===== config.mk =====
export PLATFORM = sky130hd
export DESIGN_NAME = mux
export DESIGN_NICKNAME = d
export VERILOG_FILES = /design/src/rtl/mux.sv
export SDC_FILE = /design/constraint.sdc
export NUM_CORES = 1
export LEC_CHECK = 0
export BUFFER_PORTS_ARGS = -buffer_cell sky130_fd_sc_hd__clkbuf_2
export CAP_MARGIN = 20
export CORE_AREA = 4 4 149 151
export CTS_CLUSTER_DIAMETER = 200
export DETAILED_ROUTE_END_ITERATION = 7
export DIE_AREA = 0 0 153 155
export GPL_TIMING_DRIVEN = 1
export HOLD_SLACK_MARGIN = 0.05
export PLACE_DENSITY_LB_ADDON = 0.12
export REMOVE_ABC_BUFFERS = 1
export SLEW_MARGIN = 15
export SYNTH_ARGS = -nofsm -noshare
export SYNTH_HDL_FRONTEND = slang
export SYNTH_SLANG_ARGS = --single-unit

===== constraint.sdc =====
create_clock -name clk -period 1.46 [get_ports clk]
set_clock_uncertainty 0.05 [all_clocks]
set_input_delay 0.292 -clock clk [delete_from_list [all_inputs] [get_ports clk]]
set_output_delay 0.292 -clock clk [all_outputs]
set_load 0.03 [all_outputs]

===== src/rtl/mux.sv =====
// mux -- parameterised word selector with a registered copy and a sticky
// out-of-range flag.
//
// Parameters
//   BITS     width of each data word (1..1024)
//   WORDS    number of input words (2..256)
//   REG_OUT  0: out is the combinational selection; 1: out is the registered copy
//
// Ports
//   clk        rising-edge clock for the registered paths
//   rst_n      asynchronous active-low reset
//   in         data words; in[0] is the word chosen by sel = 0
//   sel        unsigned word select
//   out        selected word (combinational or registered, see REG_OUT)
//   out_q      registered selection, loaded every rising edge
//   sel_err    high while sel >= WORDS (combinational)
//   sel_err_q  sticky copy of sel_err, cleared only by reset
module mux #(
  parameter int  BITS    = 64,
  parameter int  WORDS   = 4,
  parameter int  REG_OUT = 0,
  localparam int SELW    = (($clog2(WORDS) > 1) ? $clog2(WORDS) : 1)
) (
  input  logic            clk,
  input  logic            rst_n,
  input  logic [BITS-1:0] in [0:WORDS-1],
  input  logic [SELW-1:0] sel,
  output logic [BITS-1:0] out,
  output logic [BITS-1:0] out_q,
  output logic            sel_err,
  output logic            sel_err_q
);

  logic [BITS-1:0] val_d;
  logic            sel_err_d;

  // Zero-extend the select before comparing so no sign or truncation effects
  // can hide an out-of-range value.
  function automatic logic sel_out_of_range(input logic [SELW-1:0] s);
    logic [31:0] s_ext;
    s_ext = 32'(s);
    return (s_ext >= 32'(WORDS));
  endfunction

  // Next-word selection and range flag.
  // An unknown sel makes the range test unknown, so the else branch indexes
  // with an unknown value and the result is X rather than quietly word 0.
  always_comb begin
    sel_err   = sel_out_of_range(sel);
    sel_err_d = sel_err_q | sel_err;
    if (sel_err) begin
      val_d = {BITS{1'b0}};
    end else begin
      val_d = in[sel];
    end
  end

  // Registered copy of the selection and the sticky error flag.
  always_ff @(posedge clk or negedge rst_n) begin
    if (!rst_n) begin
      out_q     <= {BITS{1'b0}};
      sel_err_q <= 1'b0;
    end else begin
      out_q     <= val_d;
      sel_err_q <= sel_err_d;
    end
  end

  // Primary output source chosen at elaboration time.
  if (REG_OUT != 0) begin : g_out_reg
    assign out = out_q;
  end else begin : g_out_comb
    assign out = val_d;
  end

endmodule


## Word level (Yosys, flattened, before mapping)

Cells that the tools add are included.

| word-level totals | value |
|---|---|
| memories | 0 |
| output and inout bits | 130 |
| memory bits (writable) | 0 |
| register bits | 64 |
| word-level logic and storage cells | 6 |
| bits in read-only memories | 0 |
| latch bits | 0 |
| input port bits | 260 |

| operators by class | value |
|---|---|
| eq/ne operators | 0 |
| add/subtract/negate cells | 0 |
| bitwise operators | 1 |
| multiply operators | 0 |
| magnitude comparators | 1 |
| shift-type cells | 0 |
| reduce and logical (&&, ||, !) cells | 0 |
| div/mod/pow operators | 0 |
| multiplexer cells | 3 |

Operator list:

| operator | number |
|---|---|
| binary-select mux 64 bit (select 2 bit) | 1 |
| two-way mux 64 bit | 2 |
| >= comparator 3 bit (second input constant) | 1 |
| inverter 2 -> 3 bit | 1 |

## Logic depth before layout (Yosys ltp)

| logic depth | value |
|---|---|
| depth in word-level cells | 4 |
| mapped depth | 3 |
| depth with buffers taken out | 1 |

## Worst setup path before layout

No wires, ideal clock.

| path | value |
|---|---|
| path kind | input to output |
| start point | input port sel[0] |
| end point | output port out[10] |
| arrival | 1.231 ns |
| required time | 1.118 ns |
| setup slack | -0.113 ns |
| cell stages on the path | 3 |
| path buffers | 2 |
| path through | buf_6 buf_12 mux4_2 |

| between the ends | value |
|---|---|
| longest elaborated chain between the ends | 4 |

RTL lines:

| item | line | source |
|---|---|---|
| from (decl) | 27 | `input logic [SELW-1:0] sel,` |
| inverter 2 -> 3 bit (implied by the code) | 54 | `val_d = in[sel];` |
| binary-select mux 64 bit (select 2 bit) | 54 |  |
| two-way mux 64 bit (implied by the code) (2 in a row) | 54 |  |
| to (decl) | 28 | `output logic [BITS-1:0] out,` |

Every way passes these cells. The select of a mux whose other input is x is not followed.

## Final worst setup path

| path | value |
|---|---|
| start point | input port sel[0] |
| end point | output port out[22] |

The elaborated chain is that of the path after synthesis.

==> impl_metrics.yaml <==
yosys:
  yosysSeqAreaShare_pct: 49.4
  synth_top_area_share_pct: 49.4
  synthCells: 145
  yosysWarningCount: 0
  ys_types: 9
  synth-seq-cells: 64
  synth-simple-area-share_pct: 0
  synth_xor_area_share_pct: 0
  synth-compound-area-share_pct: 0
  synth_area_leaders: "dfrtp_1 49%, mux4_2 42%, buf_12 3.7%, mux4_1 3.2%, buf_2 0.93%"
  yosysTopAreaCell: "dfrtp_1"
  synth.area.mux_share_pct: 44.9
  syn_area_um2: 3240
  synth_top_family_by_area: "multiplexers"
  synth_area_per_cell_um2: 22.4
  synthAdderAreaFrac_pct: 0
cts:
  cts_tree: "built"
  clockRootBuffer: "clkbuf_16"
  h-tree-depth: 3
  cts_max_path_buffers: 2
  clkSlewWorstSetupHoldPaths_ns: 0.05
  numCtsBuffers: 9
  cts_num_sinks: 64
timing:
  slew_violations: 0
  fin_ws_ns: -0.212
  finalSetupViolations: 64
  finalCriticalPeriod_ns: 1.67
  hold_viol_final: 0
  rsz0062_at_grt: "yes"
  hold_slack_ns: 0.270
  clock.fmax_ghz: 0.598
  period_share_pct: 114
floorplan:
  die-width_um: 153
  io_pins: 390
  dieHeight_um: 155
  initial_utilization_pct: 15.6
  row_count: 53
  dieArea_um2: 23700
  core_region_area_um2: 20800
place:
  pre_cts_slack_ns: -0.432
  gp_congestion: 0.912
  port_buffers: 387
  hpwl_um: 15100
global_route:
  grt_overflow: 0
  grt_usage_pct: 14.7
  grt_max_degree: 65
  antenna_found_initial: 1
  grt_pass1_vias: 4004
  grt_pass1_wl_um: 25800
cells_and_area:
  regMostFlops: "out_q"
  largest_reg_flops: 64
  final_common_cell: "clkbuf_2"
  layout_common_cells: "320 x clkbuf_2, 97 x buf_4, 64 x mux4_2, 64 x dfrtp_1, 53 x buf_8"
  syn2layout_area_growth_pct: 126
  fillCellCount: 2115
  drive_gt1_share_pct: 89.6
  regArea_um2: 1600
  reg.largest.list: "out_q x64"
  multiInputGateArea_um2: 1450
  fin_nets: 901
routing:
  via_per_inst: 4.00
  drtIter0Drc: 143
  num_vias: 3685
  wl_per_cell_um: 20.5
  drtAntennaViolNets: 0
  wirelength_um: 18900
  first_pass_iters: 4
  route.detailed.drc: 0
power:
  power_leakage_nw: 3.75
  power.density_nw_per_um2: 1010
  ir_worst_vdd_mv: 0.479
setup_path:
  cp-end-kind: "output pin"
  crit_type: "in -> out"
  worstPathRequired_ns: 1.12
  cp-start-kind: "input port"
  worstPathArrival_ns: 1.33
  critPathMaxFanout: 8
job:
  max_cap_violations: 0
outcome:
  status: "complete, but fails checks"
  violations: "negative setup slack"
worst_hold_path:
  hold_depth: 2
  hold_path.class: "in -> reg"
==> logic make-up (layout without fill, tap and decap cells) <==
| group | count (synthesis) | after routing |
|---|---|---|
| buffers and inverters | 16 | 516 |
| multiplexers | 64 | 64 |
| flip-flops | 64 | 64 |
| other | 1 | 3 |
==> path summary, 6_finish.rpt <==
path                         start   endpoint
setup / recovery            sel[0]    out[22]
min in group asynchronous    rst_n  out_q[56]
hold / removal             in[238]  out_q[46]
max in group asynchronous    rst_n  out_q[58]
==> routing by layer <==
metal / GRT usage [%] / routed length (um)
met5: 0 / 0
met4: 5.52 / 564
met3: 4.34 / 1430
met2: 26.7 / 10300
met1: 16.2 / 6700
==> Yosys cell counts <==
cell type and instances:
mux4_2 60, clkbuf_2 1, buf_2 6, buf_6 1, buf_12 6, dfrtp_1 64, conb_1 1, mux4_1 4
buf_4 2
==> area by class of cell <==
type                    count  area share [%]
multi-input cells          66            19.7
clock inverters             6            1.23
clock buffers              10            3.25
flip-flops and latches     64            21.8
well taps                 275            4.69
diodes                      1          0.0341
repair buffers            500            49.3
==> metrics by stage <==
step                setup TNS [ns]  cell area, um2  std cells  utilization, %  total power, mW
floorplan                        0            3070        130               -             3.17
global placement            -29.04            5820        848            28.0             4.38
detailed placement          -30.02            5820        848            28.0             4.37
CTS                         -11.34            6950        892            33.4             7.28
global route                -12.28            7340        922            35.3             7.74
finish                      -10.49            7340        922            35.3             7.39
==> what timing repair did <==
| item | CTS | global route |
|---|---|---|
| hold endpoints to repair | 64 | 0 |
| setup buffers | 24 | 27 |
| resized for setup | 136 | 79 |
| hold buffers | 1 | 0 |
| endpoints found under the setup margin | 64 | 64 |
| cloned | 3 | 2 |
==> power breakdown <==
part | switching [mW] | internal [mW]
logic | 1.50 | 1.49
clock network | 0.844 | 1.55
registers | 0.0553 | 1.95
total | 2.40 | 4.99
==> critical path, cell delays in order <==
cell and delay, ns:
buf_16 0.15, clkbuf_16 0.18, mux4_2 0.54, buf_8 0.16
No activity file was read; power rests on OpenSTA's default activity.
